`src/rtl/uart_fifo.sv`:
```
// rtl/uart_fifo.sv - first-word-fall-through byte FIFO for the UART host/controller paths
// Optional sticky overflow/underflow flags are built when UART_FIFO_ERR_FLAGS_EN is defined.
module uart_fifo #(
  parameter int DATA_W       = 8,
  parameter int DEPTH        = 16,
  parameter int ADDR_W       = $clog2(DEPTH),
  parameter int AFULL_THRESH = 12
) (
  input  logic              clk_i,
  input  logic              rst_ni,
  input  logic              clr_i,
  input  logic              wr_en_i,
  input  logic [DATA_W-1:0] wr_data_i,
  output logic              full_o,
  output logic              afull_o,
  input  logic              rd_en_i,
  output logic [DATA_W-1:0] rd_data_o,
  output logic              empty_o,
  output logic [ADDR_W:0]   level_o
`ifdef UART_FIFO_ERR_FLAGS_EN
  ,
  output logic              overflow_o,
  output logic              underflow_o
`endif
);

  localparam logic [ADDR_W:0] PTR_ONE   = {{ADDR_W{1'b0}}, 1'b1};
  localparam logic [ADDR_W:0] AFULL_LVL = (ADDR_W+1)'(AFULL_THRESH);

  logic [DATA_W-1:0] mem [DEPTH];
  logic [ADDR_W:0]   wr_ptr;
  logic [ADDR_W:0]   rd_ptr;
  logic [ADDR_W:0]   level_q;
  logic              wr_acc;
  logic              rd_acc;

  // Status decodes only from registered state, never from the strobes.
  assign full_o    = (wr_ptr[ADDR_W-1:0] == rd_ptr[ADDR_W-1:0]) &&
                     (wr_ptr[ADDR_W] != rd_ptr[ADDR_W]);
  assign empty_o   = (wr_ptr == rd_ptr);
  assign afull_o   = (level_q >= AFULL_LVL);
  assign level_o   = level_q;
  assign rd_data_o = mem[rd_ptr[ADDR_W-1:0]];

  // A pop in the same cycle frees the slot, so a full FIFO still takes the write.
  assign wr_acc = wr_en_i && (!full_o || rd_en_i);
  assign rd_acc = rd_en_i && !empty_o;

  always_ff @(posedge clk_i) begin
    if (wr_acc && !clr_i) begin
      mem[wr_ptr[ADDR_W-1:0]] <= wr_data_i;
    end
  end

  always_ff @(posedge clk_i or negedge rst_ni) begin
    if (!rst_ni) begin
      wr_ptr  <= '0;
      rd_ptr  <= '0;
      level_q <= '0;
    end else if (clr_i) begin
      wr_ptr  <= '0;
      rd_ptr  <= '0;
      level_q <= '0;
    end else begin
      if (wr_acc) begin
        wr_ptr <= wr_ptr + PTR_ONE;
      end
      if (rd_acc) begin
        rd_ptr <= rd_ptr + PTR_ONE;
      end
      case ({wr_acc, rd_acc})
        2'b10:   level_q <= level_q + PTR_ONE;
        2'b01:   level_q <= level_q - PTR_ONE;
        default: level_q <= level_q;
      endcase
    end
  end

`ifdef UART_FIFO_ERR_FLAGS_EN
  always_ff @(posedge clk_i or negedge rst_ni) begin
    if (!rst_ni) begin
      overflow_o  <= 1'b0;
      underflow_o <= 1'b0;
    end else if (clr_i) begin
      overflow_o  <= 1'b0;
      underflow_o <= 1'b0;
    end else begin
      if (wr_en_i && !wr_acc) begin
        overflow_o <= 1'b1;
      end
      if (rd_en_i && !rd_acc) begin
        underflow_o <= 1'b1;
      end
    end
  end
`endif

endmodule

```
`config.mk`:
```
export PLATFORM = sky130hd
export DESIGN_NAME = uart_fifo
export DESIGN_NICKNAME = d
export VERILOG_FILES = /design/src/rtl/uart_fifo.sv
export SDC_FILE = /design/constraint.sdc
export NUM_CORES = 1
export LEC_CHECK = 0
export BUFFER_PORTS_ARGS = -buffer_cell sky130_fd_sc_hd__buf_2
export CORE_MARGIN = 2
export CORE_UTILIZATION = 45
export DETAILED_ROUTE_END_ITERATION = 16
export PLACE_DENSITY = 0.63
export SLEW_MARGIN = 20
export SYNTH_ARGS = -nofsm -noshare
export SYNTH_HDL_FRONTEND = slang
export SYNTH_SLANG_ARGS = --single-unit
export TNS_END_PERCENT = 5
```
`constraint.sdc`:
```
create_clock -name clk_i -period 2.7 [get_ports clk_i]
set_input_delay 0.27 -clock clk_i [delete_from_list [all_inputs] [get_ports clk_i]]
set_output_delay 0.27 -clock clk_i [all_outputs]
set_load 0.02 [all_outputs]
```
==> results of run 1 <==
[final timing paths]
check | end | depth (start not counted)
max | rd_data_o[5] | 4
min | level_o[1]$_DFFE_PN0P_ | 3
max reg2reg | level_o[4]$_DFFE_PN0P_ | 10
min reg2reg | level_o[2]$_DFFE_PN0P_ | 2
max in group asynchronous | rd_ptr[0]$_DFFE_PN0P_ | 2
min in group asynchronous | wr_ptr[0]$_DFFE_PN0P_ | 2
[stage by stage]
stage               power (mW)    util  cell area (µm²)
floorplan                3.168       -             5971
global placement         3.388  0.4902             6415
detailed placement       3.400  0.4902             6415
CTS                      5.582  0.5350             7000
global route             5.731  0.5359             7012
finish                   5.526  0.5362             7017
[tightest hold or removal path, stage by stage]
cell and delay (ps):
buf_2 80, inv_1 70, o311a_1 110
[cell type report]
cell class | count | area [µm²] | share of cell area
diodes | 2 | 5.005 | 0.0007133
clock buffers | 18 | 429.2 | 0.06116
clock inverters | 13 | 113.9 | 0.01623
inverters | 10 | 40.04 | 0.005706
multi-input cells | 140 | 1639 | 0.2336
flip-flops and latches | 143 | 4220 | 0.6015
well taps | 176 | 220.2 | 0.03138
repair buffers | 50 | 349.1 | 0.04975
[flip-flops by register name, summed over array words and instances, names as in the netlist]
register / flops
level_o: 5
mem: 128
rd_ptr: 5
wr_ptr: 5
[cell usage in the layout (no fill, tap or decap), types with 4 or more instances in the layout]
| cell type | n |
|---|---|
| a21oi_1 | 4 |
| buf_2 | 28 |
| buf_4 | 18 |
| clkbuf_16 | 17 |
| clkinvlp_4 | 4 |
| dfrtp_1 | 14 |
| edfxtp_1 | 128 |
| ha_1 | 8 |
| inv_1 | 9 |
| mux4_2 | 40 |
| nand2_1 | 7 |
| nand4_1 | 4 |
| nor2_1 | 26 |
| nor3_1 | 5 |
| xnor2_1 | 11 |
[layer usage]
layer	vias up	global-route usage	part of all wire
met3	14	0.05220	0.048
met4	0	0.07068	0.013
met2	69	0.2751	0.50
met1	1591	0.2414	0.44
li1	1343	-	-
met5	-	0	0
[cell families (layout without fill, tap and decap cells)]
logic type                 after synthesis  in the layout  share of synthesized area
AOI/OAI and AO/OA                       20             20                    0.02474
xor gates and xnor gates                15             15                    0.02202
adders and majority gates                9              9                    0.02013
buffers and inverters                   26             91                    0.02013
DFF                                    143            143                     0.7071
muxes                                   46             46                     0.1663
other                                    0              2                          0
and+or+nand+nor                         50             50                    0.03963
[report_power, final]
group | internal (mW) | leakage, nW | switching, mW
registers | 2.45 | 1.36 | 0.0371
logic | 0.445 | 0.779 | 0.450
clock network | 1.26 | 0.256 | 0.880
[synth_stat cells, types with 3 or more instances]
master and number:
xor2_1 3, buf_2 4, clkbuf_1 8, nand2_1 7, edfxtp_1 128, dfrtp_1 15
nor3_1 5, ha_1 8, a21o_1 3, nand4_1 4, a21oi_1 5, xnor2_1 12
o311a_1 3, inv_1 9, mux4_2 40, o211ai_1 3, nor2_1 26
[what timing repair did]
item	in CTS	in global routing
endpoints found under the hold margin	15	0
endpoints found under the setup margin	1	2
cloned	1	0
hold buffers	1	0
resized for setup	0	2
==> flow_summary_export.csv, run 1 <==
group,metric,value,unit
status,outcome,"complete, no violations",
min_path,hold_class,"input pin to register",
sta,period_minus_slack,2646,ps
floorplanning,die_h,119.2,µm
sta,setup_viol,0,
critical_path,path_common_cell,"mux4_2",
clocking,cts_made_buffers,17,
global_routing,overflow,0,
logic_synthesis,synthDistinctLibCells,35,
floorplanning,core-area,13090,µm²
run,drv_cap,0,
placed_design,gp_congestion,0.8129,
clocking,clock_path_buffers,2,
logic_synthesis,synth_nets,331,
critical_path,max_stage_delay,510,ps
logic_synthesis,synth_seq_area_share,0.7071,
pwr,cellLeakagePower,2.391,nW
route,postRouteAntennaNets,0,
logic_synthesis,yosys.area.top_type,"edfxtp_1",
route,wire_per_inst,21.22,µm
global_routing,grt_max_degree,36,
placed_design,dp.cells,517,
placed_design,dp_hpwl,7.357,mm
critical_path,critPathRequiredTime,2430,ps
sta,slew_headroom,0.3239,
route,viasPerCell,5.466,
route,drt_first_pass_iters,4,
min_path,hold_start,"clr_i",
sta,fmax,378.0,MHz
route,num_vias,3017,
clocking,clk_pin_slew,60,ps
floorplanning,io_pins,29,
route,remaining_drc_errors,0,
floorplanning,start_util,0.4560,
sta,worst_pin_slew,1010,ps
logic_synthesis,ys_ff_latch,143,
critical_path,criticalPathCategory,"register to primary output",
clocking,post-cts-setup-buffers,0,
floorplanning,die_area,14200,µm²
critical_path,worstPathArrival,2380,ps
critical_path,rrSetupSlack,100,ps
logic_synthesis,syn_area,5967,µm²
layout,drive_above_1_share,0.3476,
route,drt_iter0_markers,184,
layout,nets,384,
clocking,htree_num_levels,4,
critical_path,path_buf_inv,2,
placed_design,io_buffer_count,28,
layout,fillers,1014,
sta,finalHoldViolCount,0,
sta,clock_skew,9.386,ps
clocking,clkSinkCount,143,
logic_synthesis,synth_area_leaders,"edfxtp_1 (64%), mux4_2 (15%), dfrtp_1 (6.3%), xnor2_1 (1.8%), ha_1 (1.7%)",
pwr,power_density,787.6,nW/µm²
logic_synthesis,syn_inst,309,
global_routing,grt_antenna_before_repair,2,
logic_synthesis,ys_async_sr_fraction,0.1049,
critical_path,cpMaxStageDelayCell,"mux4_2",
route,drt-total-wl,11.71,mm
critical_path,cp_max_fo,17,
critical_path,path_cells,"bufbuf_16 > mux4_2 > mux4_2 > buf_2",
sta,fin_crit_sh,0.9799,
layout,syn_to_final_growth,17.59,%
clocking,clkLatencyLatePin,420,ps
floorplanning,rows,42,
sta,whs,162.8,ps
logic_synthesis,yosys_warnings,0,
critical_path,cp-end-kind,"primary output",
critical_path,startpoint,"rd_ptr[0]$_DFFE_PN0P_",
logic_synthesis,avgSynthCellArea,19.31,µm²
clocking,ctsRootBufferMaster,"clkbuf_16",
floorplanning,die_w,119.2,µm
critical_path,start_kind,"register",
logic_synthesis,synth-main-ff-cell,"edfxtp_1",
logic_synthesis,synth_top_area_frac,0.6442,
clocking,cts_tree,"yes",
placed_design,pre_cts_slack,89.82,ps
sta,tns,0,ps
sta,grt_setup_unrepaired,"true",
global_routing,grt_pass1_vias,3042,
critical_path,rr_startpoint,"wr_ptr[1]$_DFFE_PN0P_",
logic_synthesis,synth_edf_count,128,
layout,instances_no_fill,552,
sta,setup_slack,54.31,ps
global_routing,grt_pass1_wl,18.04,mm
sta,slew_viol_final,0,
global_routing,grtUsageTotal,0.1785,
pwr,vdd_ir_drop_max,495.9,µV
critical_path,crit_family,"multiplexers",
(Power assumes the default switching activity.)
==> inputs of run 2 (changes only) <==
==> constraint.sdc (replaced) <==
create_clock -name clk_i -period 2.7 [get_ports clk_i]
set_input_delay 0.27 -clock clk_i [delete_from_list [all_inputs] [get_ports clk_i]]
set_output_delay 0.27 -clock clk_i [all_outputs]
set_load 0.01 [all_outputs]
==> run 2 against run 1 <==
Compared with the run above: total power grew 3.4%; clock skew is 2.4 ps lower; clock power increased by 12%; final cell count fell by 0.36%; global-route usage rose by 0.35 points; die area did not move; via count grew 0.66%; sequential share of layout area decreased by 0.40 points; non-clock buffer count fell by 3; largest cell class unchanged; largest power group unchanged; highest routed layer unchanged.
==> flow_summary_export.csv, run 2 (same netlist as run 1, synthesis figures left out) <==
group,metric,value,unit
status,outcome,"complete, no violations",
critical_path,path_common_cell,"mux4_2",
critical_path,worstPathArrival,2340,ps
critical_path,rr_startpoint,"wr_ptr[1]$_DFFE_PN0P_",
pwr,power_density,809.2,nW/µm²
route,wl_met3,540,µm
critical_path,path_buf_inv,2,
min_path,hold_start,"clr_i",
sta,setup_slack,90.55,ps
critical_path,r2r-end,"level_o[4]$_DFFE_PN0P_",
clocking,clock_path_buffers,2,
pwr,p_comb_frac,0.146,
route,top_layer_used,"met4",
placed_design,dp_hpwl,7.326,mm
critical_path,cpMaxStageDelayCell,"mux4_2",
sta,slew_viol_final,0,
pwr,cellLeakagePower,2.406,nW
clocking,cts_made_buffers,17,
clocking,clk_pin_slew,60,ps
global_routing,grt_max_degree,36,
critical_path,start_kind,"register",
critical_path,startpoint,"rd_ptr[0]$_DFFE_PN0P_",
placed_design,dp.cells,514,
layout,instances_no_fill,550,
global_routing,grt_antenna_before_repair,2,
route,viasPerCell,5.522,
global_routing,grt_pass1_wl,18.43,mm
clocking,post-cts-setup-buffers,0,
min_path,hold_depth,3,
sta,clock_skew,6.985,ps
global_routing,grtUsageTotal,0.1820,
floorplanning,start_util,0.4560,
floorplanning,io_pins,29,
floorplanning,core-area,13090,µm²
pwr,switching_share,0.2380,
route,num_vias,3037,
route,postRouteAntennaNets,0,
placed_design,pre_cts_slack,115.6,ps
clocking,ctsRootBufferMaster,"clkbuf_16",
floorplanning,rows,42,
layout,layout_common_cells,"edfxtp_1 (128), mux4_2 (40), buf_2 (28)",
global_routing,grt_pass1_vias,3068,
critical_path,ff2ff_path_depth,10,
min_path,min_delay_worst_endpoint,"level_o[1]$_DFFE_PN0P_",
floorplanning,die_w,119.2,µm
critical_path,rrSetupSlack,130,ps
route,drt_first_pass_iters,4,
floorplanning,die_area,14200,µm²
run,drv_cap,0,
clocking,clkLatencyLatePin,420,ps
critical_path,max_stage_delay,550,ps
floorplanning,die_h,119.2,µm
clocking,htree_num_levels,4,
sta,tns,0,ps
pwr,power_frac_clock,0.418,
layout,syn_to_final_growth,18.39,%
critical_path,path_cells,"buf_12 > mux4_2 > mux4_2 > buf_2",
sta,fmax,383.2,MHz
sta,slew_headroom,0.2647,
route,drt_iter0_markers,268,
placed_design,gp_congestion,0.8282,
placed_design,io_buffer_count,28,
critical_path,cp-end-kind,"primary output",
sta,setup_viol,0,
global_routing,overflow,0,
layout,largest_reg_flops,128,
sta,grt_setup_unrepaired,"false",
min_path,hold_class,"input pin to register",
critical_path,critPathRequiredTime,2430,ps
layout,final_common_cell,"edfxtp_1",
pwr,switchingPower,1.360,mW
route,wire_per_inst,21.58,µm
route,routed-wl-met2,5.691,mm
critical_path,crit_family,"multiplexers",
layout,nets,381,
sta,period_minus_slack,2609,ps
clocking,cts_tree,"yes",
pwr,p_int,4.356,mW
clocking,clkSinkCount,143,
sta,fin_crit_sh,0.9665,
sta,finalHoldViolCount,0,
critical_path,criticalPathCategory,"register to primary output",
layout,drive_above_1_share,0.3468,
route,remaining_drc_errors,0,
sta,worst_pin_slew,1099,ps
critical_path,cp_max_fo,18,
pwr,seq_power_share,0.436,
route,drt-total-wl,11.87,mm
pwr,vdd_ir_drop_max,486.6,µV
route,wl_met1,5.417,mm
==> run 2: cell count changes in the layout (fill, tap and decap cells not counted) <==
cell	previous run	this run
xnor2_1	11	10
clkbuf_16	17	18
clkinv_2	3	1
clkinvlp_4	4	3
bufbuf_16	1	0
buf_4	18	15
inv_8	0	4
xnor2_2	1	2
inv_6	3	0
bufinv_16	1	3
clkinv_4	1	2
==> run 2: worst reg2reg max path, stage by stage, from the launching register on <==
cell and delay [ps]:
dfrtp_1 440, xnor2_1 220, nand4_2 130, o21ai_2 150, or2_4 160, inv_4 70
ha_1 320, a21o_1 210, a21oi_2 190, mux2i_4 260, mux2_4 310
==> run 2: timing repair <==
item | CTS | global route
gates resized for setup | 0 | 3
hold buffers | 1 | 0
endpoints found under the setup margin | 0 | 4
hold endpoints to repair | 15 | 0
==> run 2: worst max-delay path by stage <==
stage                              to  slack (ps)  depth (start not counted)
6_report                 rd_data_o[0]          90                          4
2_1_floorplan  level_o[4]$_DFFE_PN0P_          20                         11
3_5_place_dp   level_o[4]$_DFFE_PN0P_         120                         10
5_1_grt        level_o[4]$_DFFE_PN0P_           5                         10
3_3_place_gp   level_o[4]$_DFFE_PN0P_         130                         10
4_1_cts                  rd_data_o[0]          20                          4
==> run 2: power groups by stage <==
| stage | Clock (mW) | Sequential [mW] | Combinational [mW] |
|---|---|---|---|
| 2_1_floorplan | 0 | 2.54 | 0.588 |
| 3_3_place_gp | 0 | 2.53 | 0.810 |
| 3_5_place_dp | 0 | 2.53 | 0.816 |
| 4_1_cts | 2.43 | 2.49 | 0.818 |
| 5_1_grt | 2.53 | 2.50 | 0.904 |
| 6_report | 2.39 | 2.49 | 0.832 |
==> run 2: layout make-up <==
cell class,count,area (µm²)
sequential,143,4220
antenna,2,5.005
tap,176,220.2
clock inverter,14,183.9
timing repair buffer,47,319.1
clock buffer,18,429.2
fill,984,6021
inverter,10,40.04
multi-input combinational,140,1647
==> run 2: per-stage QoR <==
step                      hold WS (ps)  utilization  area, µm²  power, mW
after floorplan                 -25.59            -       5971      3.123
after detailed placement         199.2       0.4885       6392      3.348
after CTS                        156.0       0.5361       7015      5.737
after global routing             176.1       0.5395       7059      5.937
final                            171.3       0.5399       7064      5.717
after global placement           193.2       0.4885       6392      3.341
==> run 2: layer usage <==
metal	track usage	vias up
met5	0	-
li1	-	1344
met2	0.2698	82
met3	0.04598	22
met4	0.07217	0
met1	0.2613	1589
